`src/rtl/bus_arb_pkg.sv`:
```
// Shared types and constants for the two-master bus arbiter.
package bus_arb_pkg;

  typedef enum logic {
    IDLE = 1'b0,
    BUSY = 1'b1
  } arb_state_e;

  localparam logic [31:0] ERR_RDATA_DEF = 32'hDEAD_BEEF;

  typedef logic mst_idx_t;
  localparam mst_idx_t MST_CPU = 1'b0;
  localparam mst_idx_t MST_DMA = 1'b1;

  // Round-robin pick: the sole requester, or whoever did not go last.
  function automatic mst_idx_t rr_pick(input logic req0, input logic req1, input mst_idx_t prev);
    if (req0 && req1) return ~prev;
    else if (req1)    return MST_DMA;
    else              return MST_CPU;
  endfunction

endpackage

```
`src/rtl/bus_arb_wdt.sv`:
```
// Transaction watchdog: counts BUSY cycles and flags the last allowed one.
module bus_wdt #(
  parameter int TIMEOUT_CYC = 1024
) (
  input  logic clk,
  input  logic rst_n,
  input  logic clr,
  input  logic en,
  output logic expire
);

  localparam int CW = (TIMEOUT_CYC > 2) ? $clog2(TIMEOUT_CYC) : 1;

  logic [CW-1:0] cnt;

  assign expire = en && (cnt == CW'(TIMEOUT_CYC - 1));

  // Holds at the terminal value; the arbiter leaves BUSY on expire anyway.
  always_ff @(posedge clk) begin
    if (!rst_n)                cnt <= '0;
    else if (clr)              cnt <= '0;
    else if (en && !expire)    cnt <= cnt + 1'b1;
  end

endmodule

```
`src/rtl/dffr.sv`:
```
// Enabled D flip-flop with synchronous active-low reset to a parameterised value.
module dffr #(
  parameter int            W       = 1,
  parameter logic [W-1:0]  RST_VAL = '0
) (
  input  logic         clk,
  input  logic         rst_n,
  input  logic         en,
  input  logic [W-1:0] d,
  output logic [W-1:0] q
);

  always_ff @(posedge clk) begin
    if (!rst_n)  q <= RST_VAL;
    else if (en) q <= d;
  end

endmodule

```
`src/rtl/bus_arb.sv`:
```
// Two-master round-robin bus arbiter with one outstanding transaction and a
// watchdog that completes unacknowledged transactions with an error response.
module bus_arb
  import bus_arb_pkg::*;
#(
  parameter int          TIMEOUT_CYC = 1024,
  parameter logic [31:0] ERR_RDATA   = ERR_RDATA_DEF
) (
  input  logic        clk_i,
  input  logic        rst_n_i,
  input  logic        m0_valid_i,
  input  logic [31:0] m0_addr_i,
  input  logic [31:0] m0_wdata_i,
  input  logic [3:0]  m0_wstrb_i,
  output logic [31:0] m0_rdata_o,
  output logic        m0_ready_o,
  input  logic        m1_valid_i,
  input  logic [31:0] m1_addr_i,
  input  logic [31:0] m1_wdata_i,
  input  logic [3:0]  m1_wstrb_i,
  output logic [31:0] m1_rdata_o,
  output logic        m1_ready_o,
  output logic        bus_valid_o,
  output logic [31:0] bus_addr_o,
  output logic [31:0] bus_wdata_o,
  output logic [3:0]  bus_wstrb_o,
  input  logic [31:0] bus_rdata_i,
  input  logic        bus_ready_i,
  output logic        err_o,
  output logic [31:0] err_addr_o,
  output logic        err_mst_o,
  output arb_state_e  dbg_state_o
);

  // Handshake: a master raises valid and holds it with stable address/data
  // until its ready pulses for one cycle; the bus side uses the same rule
  // with bus_valid_o / bus_ready_i, and ready is ignored while not BUSY.

  arb_state_e  state_q, state_d;
  mst_idx_t    owner_q, owner_d;
  mst_idx_t    last_q, last_d;
  logic        wdt_clr, wdt_en, wdt_expire;
  logic        done, timeout, busy;
  logic [31:0] sel_addr, sel_wdata, resp_rdata;
  logic [3:0]  sel_wstrb;

  always_ff @(posedge clk_i) begin
    if (!rst_n_i) begin
      state_q <= IDLE;
      owner_q <= MST_CPU;
      last_q  <= MST_DMA;
    end else begin
      state_q <= state_d;
      owner_q <= owner_d;
      last_q  <= last_d;
    end
  end

  always_comb begin
    state_d = state_q;
    owner_d = owner_q;
    last_d  = last_q;
    wdt_clr = 1'b0;
    wdt_en  = 1'b0;
    done    = 1'b0;
    timeout = 1'b0;
    case (state_q)
      IDLE: begin
        if (m0_valid_i || m1_valid_i) begin
          owner_d = rr_pick(m0_valid_i, m1_valid_i, last_q);
          wdt_clr = 1'b1;
          state_d = BUSY;
        end
      end
      BUSY: begin
        wdt_en = 1'b1;
        // A real acknowledge in the expiry cycle wins over the timeout.
        if (bus_ready_i) begin
          done = 1'b1;
        end else if (wdt_expire) begin
          done    = 1'b1;
          timeout = 1'b1;
        end
        if (done) begin
          last_d  = owner_q;
          state_d = IDLE;
        end
      end
      default: state_d = IDLE;
    endcase
  end

  bus_wdt #(
    .TIMEOUT_CYC (TIMEOUT_CYC)
  ) u_wdt (
    .clk    (clk_i),
    .rst_n  (rst_n_i),
    .clr    (wdt_clr),
    .en     (wdt_en),
    .expire (wdt_expire)
  );

  assign busy       = (state_q == BUSY);
  assign sel_addr   = (owner_q == MST_DMA) ? m1_addr_i  : m0_addr_i;
  assign sel_wdata  = (owner_q == MST_DMA) ? m1_wdata_i : m0_wdata_i;
  assign sel_wstrb  = (owner_q == MST_DMA) ? m1_wstrb_i : m0_wstrb_i;
  assign resp_rdata = timeout ? ERR_RDATA : bus_rdata_i;

  always_comb begin
    bus_valid_o = busy;
    bus_addr_o  = busy ? sel_addr  : '0;
    bus_wdata_o = busy ? sel_wdata : '0;
    bus_wstrb_o = busy ? sel_wstrb : '0;
    m0_ready_o  = busy && (owner_q == MST_CPU) && done;
    m1_ready_o  = busy && (owner_q == MST_DMA) && done;
    m0_rdata_o  = (busy && (owner_q == MST_CPU)) ? resp_rdata : '0;
    m1_rdata_o  = (busy && (owner_q == MST_DMA)) ? resp_rdata : '0;
    err_o       = timeout;
  end

  dffr #(.W(32)) u_err_addr (
    .clk   (clk_i),
    .rst_n (rst_n_i),
    .en    (timeout),
    .d     (sel_addr),
    .q     (err_addr_o)
  );

  dffr #(.W(1)) u_err_mst (
    .clk   (clk_i),
    .rst_n (rst_n_i),
    .en    (timeout),
    .d     (owner_q),
    .q     (err_mst_o)
  );

  assign dbg_state_o = state_q;

endmodule

```
`config.mk`:
```
export PLATFORM = sky130hd
export DESIGN_NAME = bus_arb
export DESIGN_NICKNAME = d
export VERILOG_FILES = /design/src/rtl/bus_arb_pkg.sv /design/src/rtl/bus_arb_wdt.sv /design/src/rtl/dffr.sv /design/src/rtl/bus_arb.sv
export SDC_FILE = /design/constraint.sdc
export NUM_CORES = 1
export LEC_CHECK = 0
export CORE_MARGIN = 10
export CORE_UTILIZATION = 29
export CTS_CLUSTER_SIZE = 30
export DETAILED_ROUTE_END_ITERATION = 16
export PLACE_DENSITY = 0.77
export SYNTH_ARGS = -nofsm -noshare
export SYNTH_HDL_FRONTEND = slang
export SYNTH_SLANG_ARGS = --single-unit
export TNS_END_PERCENT = 10
```
`constraint.sdc`:
```
create_clock -name clk_i -period 2.35 [get_ports clk_i]
set_clock_uncertainty 0.05 [all_clocks]
set_input_delay 0.47 -clock clk_i [delete_from_list [all_inputs] [get_ports clk_i]]
set_output_delay 0.47 -clock clk_i [all_outputs]
set_load 0.02 [all_outputs]
```
; Word level (Yosys, flattened, before mapping)
; Cells that the tools add are included.
[totals]
mem_count = 0
ff_bits = 46
output_inout_bits = 170
romBits = 0
word_cells = 46
inputBits = 173
latch_bits = 0
ramBits = 0
[classes]
div_mod_pow = 0
n_shift = 0
n_addsub = 1
mux = 22
n_reduce_logical = 12
eq_ne = 1
bitwise = 4
magnitude_cmp = 0
mul = 0
[op_table]
columns = cell, count
row1 = $mux W32, 7
row2 = $mux W1, 12
row3 = $add A10 B1 Y10 const B, 1
row4 = $eq A10 B10 Y1 const B, 1
row5 = $mux W4, 2
row6 = $logic_and A1 B1 Y1, 7
row7 = $not A1 Y1, 4
row8 = $reduce_and A2 Y1, 2
row9 = $pmux W1 S2, 1
row10 = $reduce_or A2 Y1, 1
row11 = $logic_not A1 Y1, 1
row12 = $logic_or A1 B1 Y1, 1

; Logic depth before layout (Yosys ltp)
; Gate-level depths: netlist of the first run.
[logic_depth]
depth_word = 7
mapped_depth = 8
depth_no_buf = 6

; Cells and area by module
; From an unflattened synthesis of the first run, not the netlist that was laid out.
[unflattened]
hier_cells = 445
hier_area_um2 = 3848.7
[modules_own_cells]
columns = mod, n_inst, seq_area_each_um2, area_per_inst_um2, cells_each
row1 = bus_arb, 1, 60.1, 1981.9, 273
row2 = dffr at u_err_addr, 1, 640.6, 1243.7, 103
row3 = bus_wdt, 1, 200.2, 586.8, 66
row4 = dffr at u_err_mst, 1, 20.0, 36.3, 3

; Worst setup path after synthesis of the first run
; OpenSTA, ideal clock, no wires.
[synth_path]
path_type = reg-to-output
from = register u_wdt.cnt[0]
to = output m1_rdata_o[18]
arrival_ps = 1892
path_buffers = 3
t_required_ps = 1830
stages_incl_launch_ff = 9
path_slack_ps = -62
cell_sequence = dfxtp_1 -> ha_1 -> nand3_1 -> or4_4 -> inv_2 -> buf_6 -> buf_6 -> buf_6 -> o21a_1
[synth_via]
elab_chain_len = 7
[synth_rtl]
columns = item, line
row1 = from (decl), bus_arb_wdt.sv:14  ; logic [CW-1:0] cnt;
row2 = from (signal assigned), bus_arb_wdt.sv:22  ; else if (en && !expire) cnt <= cnt + 1'b1;
row3 = $eq A10 B10 Y1, bus_arb_wdt.sv:16  ; assign expire = en && (cnt == CW'(TIMEOUT_CYC - 1));
row4 = $logic_and A1 B1 Y1, bus_arb_wdt.sv:16
row5 = $mux W1, bus_arb.sv:80  ; end else if (wdt_expire) begin
row6 = $mux W1, bus_arb.sv:78  ; if (bus_ready_i) begin
row7 = $mux W1, bus_arb.sv:67  ; case (state_q)
row8 = net err_o, bus_arb.sv:29  ; output logic err_o,
row9 = $mux W32, bus_arb.sv:107  ; assign resp_rdata = timeout ? ERR_RDATA : bus_rdata_i;
row10 = $mux W32, bus_arb.sv:117  ; m1_rdata_o = (busy && (owner_q == MST_DMA)) ? resp_rdata : '0;
row11 = to (decl), bus_arb.sv:21  ; output logic [31:0] m1_rdata_o,
; The timed path passes the listed nets, and every way through them passes these cells.

; Worst setup path in the final report of the first run
[layout_path]
from = register u_wdt.cnt[0]
to = output m0_rdata_o[16]
[layout_via]
elab_chain_len = 7
[layout_rtl]
columns = item, line
row1 = $eq A10 B10 Y1, bus_arb_wdt.sv:16
row2 = $logic_and A1 B1 Y1, bus_arb_wdt.sv:16
row3 = $mux W1, bus_arb.sv:80
row4 = $mux W1, bus_arb.sv:78
row5 = $mux W1, bus_arb.sv:67
row6 = $mux W32, bus_arb.sv:107
row7 = $mux W32, bus_arb.sv:116  ; m0_rdata_o = (busy && (owner_q == MST_CPU)) ? resp_rdata : '0;
row8 = to (decl), bus_arb.sv:15  ; output logic [31:0] m0_rdata_o,
; No other way between the ends.

==> impl_metrics.toml, run 1 <==
[setup_path]
path_max_fanout = 12
cp.required_ns = 1.83
endpoint_kind = "primary output"
cp.arrival_ns = 2.01
cp-start-kind = "register"
worstSetupPathType = "reg2out"

[synth]
yosys_most_used_dff = "dfxtp_1"
synth_edf_count = 0
yosysWarnings = 0
yosysSeqAreaShare_pct = 24.6
ys_async_sr_fraction_pct = 0
synth.distinct_cells = 42
syn_nets = 601
ys_ff_latch = 46
syn_area_per_cell_um2 = 8.77
syn_area_um2 = 3750
netlist_instances = 427

[global_routing]
antenna_found_initial = 1
grt_pass1_wl_um = 29400
grt_overflow_total = 0
grt_max_degree = 39
grt_pass1_vias = 4791
track_usage_pct = 20.6

[power_and_ir_drop]
leakage_nw = 3.43
p_per_area_nw_per_um2 = 329
clkPwrFrac_pct = 25.9
power_switching_share_pct = 31.1
p_switching_uw = 805
p_seq_share_pct = 30.8
internal_power_mw = 1.78
power_frac_comb_pct = 43.3
ir_drop_mv = 0.310

[timing]
setup_viol = 65
finalHoldViolations = 0
setup_slack_ns = -0.182
relSlewSlack_pct = 68.5
tns_ns = -7.39
fmax_ghz = 0.395
rsz0062_at_grt = "true"
period_share_pct = 108
slew_violations = 0
worstMarginPinSlew_ns = 0.469
fin_crit_ns = 2.53

[routing]
post_drt_wl_per_cell_um = 21.3
m1WireLength_um = 7440
num_vias = 4676
drc = 0
top_layer = "met4"
drtAntennaViolNets = 0
drt-pass1-iter-count = 4
wl_met2_um = 11100
via_per_inst = 4.90
dr_wl_met3_um = 1570
drtIter0Drc = 325
routed_wl_um = 20400

[floorplanning]
start_util_pct = 29.7
ios = 343
die_area_um2 = 17900
die_w_um = 134
fp-row-count = 41
die_y_um = 134
core_area_um2 = 12600

[clock_network]
htreeDepth = 2
cts-root-buf = "clkbuf_16"
cts_buffer_depth = 2
cts.sinks = 46
numCtsBuffers = 5
clk_pin_slew_worst_paths_ns = 0.06
hold_buffers = 0
worstSkewPairLatency_ns = 0.28
cts_tree = "done"

[place]
port_buffers = 342
place_inst = 938
place_ws_ns = -0.717
dp_hpwl_um = 16400
place_congestion = 0.916

[flow_run]
cap_violations = 0

[cells_and_area]
syn2layout_area_growth_pct = 110
layout-drive-gt1-share_pct = 25.6
nets = 956
final_cells = 955

[status]
violations = "negative setup slack"
outcome = "finished with violations"

[hold_path]
hp-class = "reg2reg"
[synthesized netlist by cell type (2+ instances only)]
library cell / number / area share, %
nand3_1: 6 / 0.80
nor3b_1: 22 / 4.4
a21oi_1: 7 / 0.94
and3_1: 16 / 2.7
clkbuf_1: 30 / 3.0
buf_6: 10 / 3.0
nor3b_2: 10 / 3.3
nor2_1: 8 / 0.80
o21ai_0: 5 / 0.67
dfxtp_1: 46 / 25
or4_1: 2 / 0.40
nor3_1: 3 / 0.40
inv_1: 3 / 0.30
buf_2: 2 / 0.27
nor2b_1: 71 / 12
mux2i_1: 68 / 18
nand2b_1: 2 / 0.33
xor2_1: 2 / 0.47
o21a_1: 48 / 9.6
and4_1: 2 / 0.47
a31o_2: 32 / 7.5
o31ai_1: 3 / 0.60
buf_1: 5 / 0.50
nand2_1: 6 / 0.60
[cell families (layout without fill, tap and decap cells)]
group | after synthesis | in the layout | synth area share (%)
flip-flops | 46 | 46 | 24.6
buffers and inverters | 53 | 408 | 7.48
multiplexers | 68 | 68 | 18.2
XOR/XNOR | 3 | 3 | 0.702
other | 0 | 1 | 0
adder cells (fa/ha/maj) | 1 | 1 | 0.334
AO/OA/AOI/OAI | 102 | 102 | 21.0
AND/OR/NAND/NOR | 154 | 154 | 27.8
[final cells by class]
| type | count | area [um^2] |
|---|---|---|
| fill | 1077 | 4750 |
| timing repair buffer | 396 | 3920 |
| multi-input combinational | 328 | 2640 |
| sequential | 46 | 932 |
| tap | 172 | 215 |
| clock buffer | 6 | 129 |
| inverter | 5 | 23.8 |
| clock inverter | 1 | 6.26 |
| antenna | 1 | 2.50 |
[flip-flops by register name, summed over array words and instances, names as in the netlist]
name          count
last_q            1
u_err_addr.q     32
u_wdt.cnt        10
u_err_mst.q       1
bus_valid_o       1
owner_q           1
[cell usage in the layout, fill, tap and decap left out, types with 3 or more instances in the layout]
| cell | Yosys | routed |
|---|---|---|
| clkdlybuf4s50_1 | 0 | 206 |
| nor2b_1 | 71 | 70 |
| mux2i_1 | 68 | 63 |
| dlygate4sd2_1 | 0 | 58 |
| buf_4 | 1 | 53 |
| buf_6 | 10 | 40 |
| dfxtp_1 | 46 | 39 |
| o21a_1 | 48 | 38 |
| a31o_2 | 32 | 32 |
| nor3b_1 | 22 | 22 |
| and3_1 | 16 | 16 |
| buf_2 | 2 | 12 |
| nor3b_2 | 10 | 10 |
| dlymetal6s2s_1 | 0 | 10 |
| nor2_1 | 8 | 8 |
| a21oi_1 | 7 | 7 |
| clkbuf_16 | 0 | 7 |
| nand2_1 | 6 | 6 |
| o21a_2 | 0 | 6 |
| dfxtp_2 | 0 | 6 |
| buf_12 | 0 | 6 |
| o21ai_0 | 5 | 5 |
| nand3_1 | 6 | 5 |
| o21a_4 | 0 | 4 |
| mux2i_2 | 0 | 4 |
| clkdlybuf4s15_2 | 0 | 4 |
| inv_1 | 3 | 3 |
| nor3_1 | 3 | 3 |
| o31ai_1 | 3 | 3 |
[through the flow]
stage	hold WS [ns]	total power, mW	util (%)	area, um^2
after floorplan	0.431	1.29	-	3770
after global placement	0.398	1.97	59.9	7560
after detailed placement	0.398	1.98	59.9	7560
after CTS	0.409	2.61	61.5	7760
after global routing	0.443	2.71	62.3	7870
final	0.404	2.59	62.3	7870
[path summary, 6_finish.rpt]
kind	depth (start not counted)	start	endpoint	slack, ns
hold reg to reg	2	u_err_mst.q$_SDFFE_PN0P_	u_err_mst.q$_SDFFE_PN0P_	0.40
setup / recovery	8	u_wdt.cnt[0]$_SDFFE_PP0P_	m0_rdata_o[16]	-0.18
setup reg to reg	9	u_wdt.cnt[0]$_SDFFE_PP0P_	u_err_addr.q[8]$_SDFFE_PN0P_	0.10
hold / removal	2	u_err_mst.q$_SDFFE_PN0P_	u_err_mst.q$_SDFFE_PN0P_	0.40
[power by group through the flow]
stage	logic [mW]	clock network, mW	registers [mW]
2_1_floorplan	0.486	0	0.807
3_3_place_gp	1.15	0	0.813
3_5_place_dp	1.17	0	0.813
4_1_cts	1.12	0.690	0.796
5_1_grt	1.19	0.729	0.798
6_report	1.12	0.671	0.797
[what timing repair did]
item | in CTS | in global routing
pin swaps | 2 | 9
resized for setup | 417 | 23
buffers inserted | 4 | 0
gates cloned | 3 | 2
setup endpoints to repair | 134 | 105
[worst max-delay path: stages (launching register included)]
cell and delay [ns]:
dfxtp_2 0.35, ha_4 0.14, nand3_2 0.09, or4_4 0.47, inv_6 0.11, buf_6 0.14, clkbuf_16 0.17, o21a_1 0.14
buf_6 0.12
[metal layers]
metal	vias to the layer above	track usage [%]
li1	2250	-
met1	2210	21.1
met2	200	40.3
met5	-	0
met3	16	6.17
met4	0	3.69
Note: power is estimated with default switching activity, not from simulation.
==> inputs of run 2 (changes only) <==
CAP_MARGIN = 20   (was unset)
PLACE_DENSITY = 0.76   (was 0.77)
SYNTH_HIERARCHICAL = 1   (was unset)
==> impl_metrics.toml, run 2 <==
[routing]
via_per_inst = 4.61
num_vias = 4620
drtAntennaViolNets = 0
drt-pass1-iter-count = 4
post_drt_wl_per_cell_um = 19.4
routed_wl_um = 19400
drtIter0Drc = 179
drc = 0

[cells_and_area]
syn2layout_area_growth_pct = 109
largestRegisters = "u_err_addr/q x32, u_wdt/cnt x10"
regMostFlops = "u_err_addr/q"
seq_area_um2 = 933
largest_reg_flops = 32
final_cell_mix = "clkdlybuf4s50_1, buf_4, mux2i_1, nor2b_1, dlygate4sd2_1"
diodes = 0
nFillCells = 1143
nets = 999
layout_commonest_cell = "clkdlybuf4s50_1"
layout-drive-gt1-share_pct = 25.7
multi_input_area_um2 = 2800
design_area_um2 = 8060

[global_routing]
grt_overflow_total = 0
antenna_found_initial = 0
track_usage_pct = 19.4
grt_pass1_vias = 4723
grt_pass1_wl_um = 28300
grt_max_degree = 48

[timing]
fin_crit_ns = 2.49
finalHoldViolations = 0
setup_viol = 64
worstMarginPinSlew_ns = 0.628
relSlewSlack_pct = 58.1
rsz0062_at_grt = "true"
setup_slack_ns = -0.136
slew_violations = 0
period_share_pct = 106
fmax_ghz = 0.402

[synth]
ys_ff_latch = 46
syn_area_um2 = 3850
netlist.area_leader.share_pct = 23.9
yosys_most_used_dff = "dfxtp_1"
yosysSeqAreaShare_pct = 23.9
yosys.area.top_type = "dfxtp_1"
synth_most_common_cell = "nor2_1"
netlist_top_cells_count = "nor2_1, mux2i_1, nor2b_1"
ys_async_sr_fraction_pct = 0
syn_nets = 619
syn_area_per_cell_um2 = 8.65
synth_area_leaders = "dfxtp_1, mux2i_1, mux2_4"
netlist_instances = 445
yosysWarnings = 6
synth.distinct_cells = 43
synth_edf_count = 0

[power_and_ir_drop]
p_per_area_nw_per_um2 = 362
totalPowerFinal_mw = 2.92
ir_drop_mv = 0.352
leakage_nw = 3.49

[clock_network]
numCtsBuffers = 5
worstSkewPairLatency_ns = 0.28
clk_pin_slew_worst_paths_ns = 0.07
cts-root-buf = "clkbuf_16"
hold_buffers = 0
htreeDepth = 2
cts.sinks = 46
cts_tree = "done"
cts_buffer_depth = 2

[status]
violations = "negative setup slack"
outcome = "finished with violations"

[floorplanning]
core_area_um2 = 13100
start_util_pct = 29.3
die_w_um = 135
ios = 343
die_area_um2 = 18300
fp-row-count = 42
die_y_um = 135

[setup_path]
cp_slowest_stage_delay_ns = 0.36
ff2ff_path_depth = 12
cp-start-kind = "register"
endpoint_kind = "primary output"
critPathBufInv = 4
cp.depth = 10
cp.arrival_ns = 1.97
cp.required_ns = 1.83
path_cells = "ha_4 -> nand3_4 -> nor3_4 -> nor2b_4 -> buf_12 -> buf_12 -> nor2_4 -> buf_6 -> nor2_4 -> buf_6"
critPathTopFamily = "simple AND/OR/NAND/NOR gates"
critPathSlowestCell = "dfxtp_2"
path_max_fanout = 7
worstSetupPathType = "reg2out"

[place]
dpl_cell_area_um2 = 7710
port_buffers = 342
dp_hpwl_um = 16000
place_congestion = 0.877

[hold_path]
hold_depth = 2
hp-class = "reg2reg"

[flow_run]
cap_violations = 0
[run 2: cell type report]
class                           instances  area share (%)
Clock buffer                            6            1.72
Clock inverter                          2           0.745
Inverter                                2          0.0932
Multi-Input combinational cell        362            34.7
Sequential cell                        46            11.6
Tap cell                              176            2.73
Timing Repair Buffer                  408            48.4
[run 2: cell families after synthesis]
| group | Yosys count | synth area share [%] |
|---|---|---|
| AO/OA/AOI/OAI | 24 | 4.23 |
| buffers and inverters | 37 | 7.12 |
| adder cells (fa/ha/maj) | 1 | 0.325 |
| multiplexers | 103 | 30.8 |
| AND/OR/NAND/NOR | 234 | 33.6 |
| flip-flops | 46 | 23.9 |
[run 2: worst reg2reg max path: stages (launching register included)]
cell and delay [ns]:
dfxtp_2 0.36, ha_4 0.15, nand3_4 0.08, nor3_4 0.20, nor2b_4 0.25, buf_12 0.13, buf_16 0.11, buf_4 0.11
and2_4 0.16, buf_4 0.12, buf_12 0.20, mux2i_1 0.24, nor2b_1 0.07
[run 2: final timing paths]
path,startpoint,to,slack (ns)
worst min register to register,last_q$_SDFFE_PN1N_,last_q$_SDFFE_PN1N_,0.42
worst min-delay path,last_q$_SDFFE_PN1N_,last_q$_SDFFE_PN1N_,0.42
worst max-delay path,u_wdt/cnt[1]$_SDFFE_PP0P_,m0_rdata_o[25],-0.14
worst max register to register,u_wdt/cnt[1]$_SDFFE_PP0P_,u_err_addr/q[11]$_SDFFE_PN0P_,-0.01
[run 2: what timing repair did]
action                                  in CTS  in global routing
endpoints found under the setup margin     130                 69
cloned                                       1                  1
pin swaps                                   13                 21
buffers inserted                             3                  6
resized for setup                          388                 61
[run 2: power breakdown]
part / leakage, nW / total, mW / switching (mW) / internal [mW]
Clock: 0.0971 / 0.939 / 0.301 / 0.639
Combinational: 3.02 / 1.18 / 0.517 / 0.668
Sequential: 0.375 / 0.794 / 0.00772 / 0.787
[run 2: per-stage QoR]
step / hold slack [ns] / setup slack [ns] / TNS, ns / std cells / util [%]
2_1_floorplan: 0.388 / 0.0172 / 0 / 445 / -
3_3_place_gp: 0.405 / -0.394 / -20.16 / 983 / 58.7
3_5_place_dp: 0.408 / -0.483 / -24.93 / 983 / 58.7
4_1_cts: 0.423 / -0.141 / -1.12 / 995 / 59.5
5_1_grt: 0.461 / -0.203 / -11.63 / 1002 / 61.3
6_report: 0.424 / -0.136 / -4.67 / 1002 / 61.3
[run 2: per-layer routing]
layer,routed length [um],GRT usage [%],share of wire [%],vias to the layer above
met4,159,3.11,0.82,0
met5,0,0,0,-
met3,1700,6.90,8.8,10
met1,7600,21.5,39,2138
li1,-,-,-,2258
met2,9960,35.2,51,214
==> inputs of run 3 (changes only) <==
SETUP_SLACK_MARGIN = 0.5   (was unset)
==> impl_metrics.toml, run 3 (synthesis results as in run 2) <==
[cells_and_area]
syn2layout_area_growth_pct = 116
final_cell_mix = "clkdlybuf4s50_1, buf_4, buf_6, nor2b_1, mux2i_1"
largestRegisters = "u_err_addr/q x32, u_wdt/cnt x10"
regMostFlops = "u_err_addr/q"
layout-drive-gt1-share_pct = 41.9
nets = 999
layout_commonest_cell = "clkdlybuf4s50_1"
diodes = 0
largest_reg_flops = 32

[routing]
routed_wl_um = 20300
via_per_inst = 4.67
drtIter0Drc = 209
drt-pass1-iter-count = 4
num_vias = 4684
drc = 0
post_drt_wl_per_cell_um = 20.2
drtAntennaViolNets = 0

[timing]
relSlewSlack_pct = 73.2
fmax_ghz = 0.400
tns_ns = -2.82
finalHoldViolations = 0
setup_slack_ns = -0.151
fin_crit_ns = 2.50
rsz0062_at_grt = "true"
worstMarginPinSlew_ns = 0.396
period_share_pct = 106
slew_violations = 0
setup_viol = 35

[setup_path]
cp.required_ns = 1.83
cp_slowest_stage_delay_ns = 0.33
endpoint_kind = "primary output"
ff2ff_path_depth = 11
cp.depth = 9
path_max_fanout = 8
cp.arrival_ns = 1.98
path_cells = "ha_4 -> nand3_4 -> nor3_4 -> nor2b_4 -> buf_12 -> buf_16 -> nor3b_4 -> and2_4 -> buf_6"
r2r-start = "u_wdt/cnt[0]$_SDFFE_PP0P_"
critPathTopFamily = "simple AND/OR/NAND/NOR gates"
cp-start-kind = "register"
crit_start = "u_wdt/cnt[0]$_SDFFE_PP0P_"
rrSetupSlack_ns = 0.18
worstSetupEndpoint = "m0_rdata_o[8]"
reg2reg_to = "u_err_addr/q[13]$_SDFFE_PN0P_"
critPathBufInv = 3
worstSetupPathType = "reg2out"
critPathSlowestCell = "dfxtp_2"

[clock_network]
numCtsBuffers = 5
cts-root-buf = "clkbuf_16"
htreeDepth = 2
cts_tree = "done"
cts_buffer_depth = 2
clk_pin_slew_worst_paths_ns = 0.06
hold_buffers = 0
cts.sinks = 46
worstSkewPairLatency_ns = 0.28

[place]
dp_hpwl_um = 16300
port_buffers = 342
place_congestion = 0.877
place_ws_ns = -0.484

[floorplanning]
die_y_um = 135
ios = 343
die_area_um2 = 18300
core_area_um2 = 13100
start_util_pct = 29.3
fp-row-count = 42
die_w_um = 135

[global_routing]
antenna_found_initial = 0
grt_pass1_wl_um = 30100
grt_overflow_total = 0
grt_pass1_vias = 5018
track_usage_pct = 20.6
grt_max_degree = 61

[status]
outcome = "finished with violations"
violations = "negative setup slack"

[hold_path]
hp-class = "reg2reg"
hold_path_startpoint = "last_q$_SDFFE_PN1N_"

[power_and_ir_drop]
leakage_nw = 3.40
ir_drop_mv = 0.249
p_per_area_nw_per_um2 = 341

[flow_run]
cap_violations = 0
-- run 3: through the flow --
| stage | hold WS [ns] | instances | total power, mW | util [%] | instance area [um^2] |
|---|---|---|---|---|---|
| 2_1_floorplan | 0.388 | 445 | 1.37 | - | 3980 |
| 5_1_grt | 0.487 | 1002 | 2.97 | 63.2 | 8310 |
| 3_3_place_gp | 0.400 | 984 | 2.05 | 59.7 | 7840 |
| 4_1_cts | 0.429 | 1001 | 2.83 | 62.5 | 8220 |
| 6_report | 0.422 | 1002 | 2.84 | 63.2 | 8310 |
| 3_5_place_dp | 0.413 | 984 | 2.07 | 59.7 | 7840 |
-- run 3: routing by layer --
layer / part of all wire, % / up-vias / global-route usage [%]
met5: 0 / - / 0
met4: 1.8 / 0 / 4.31
met3: 11 / 22 / 8.12
met2: 50 / 248 / 36.5
met1: 37 / 2159 / 22.6
li1: - / 2255 / -
-- run 3: worst min path at each step --
| stage | to | slack [ns] | cells past startpoint |
|---|---|---|---|
| floorplan | last_q$_SDFFE_PN1N_ | 0.39 | 2 |
| global placement | last_q$_SDFFE_PN1N_ | 0.40 | 2 |
| detailed placement | last_q$_SDFFE_PN1N_ | 0.41 | 2 |
| CTS | last_q$_SDFFE_PN1N_ | 0.43 | 2 |
| global route | last_q$_SDFFE_PN1N_ | 0.49 | 2 |
| finish | last_q$_SDFFE_PN1N_ | 0.42 | 2 |
-- run 3: layout make-up --
cell class              count  area [um^2]
fillers                  1074         4830
repair buffers            408         4050
multi-input cells         362         2950
flip-flops and latches     46          936
well taps                 176          220
clock buffers               7          143
inverters                   2         7.51
clock inverters             1         5.00
-- run 3: power breakdown --
group	leakage, nW	switching, mW	internal, mW
registers	0.375	0.0108	0.787
clock network	0.0739	0.291	0.422
logic	2.95	0.557	0.768
-- run 3: worst min-delay path, cell delays in order, from the launching register on --
cell and delay, ns:
dfxtp_1 0.32, nand2_1 0.05, nand3b_1 0.07
-- run 3: timing repair --
item                       in CTS  in global routing
pin swaps                      31                 23
buffers inserted                7                  1
gates resized for setup       789                 38
gates cloned                    2                  0
setup endpoints to repair     178                171
hold endpoints to repair        0                  0
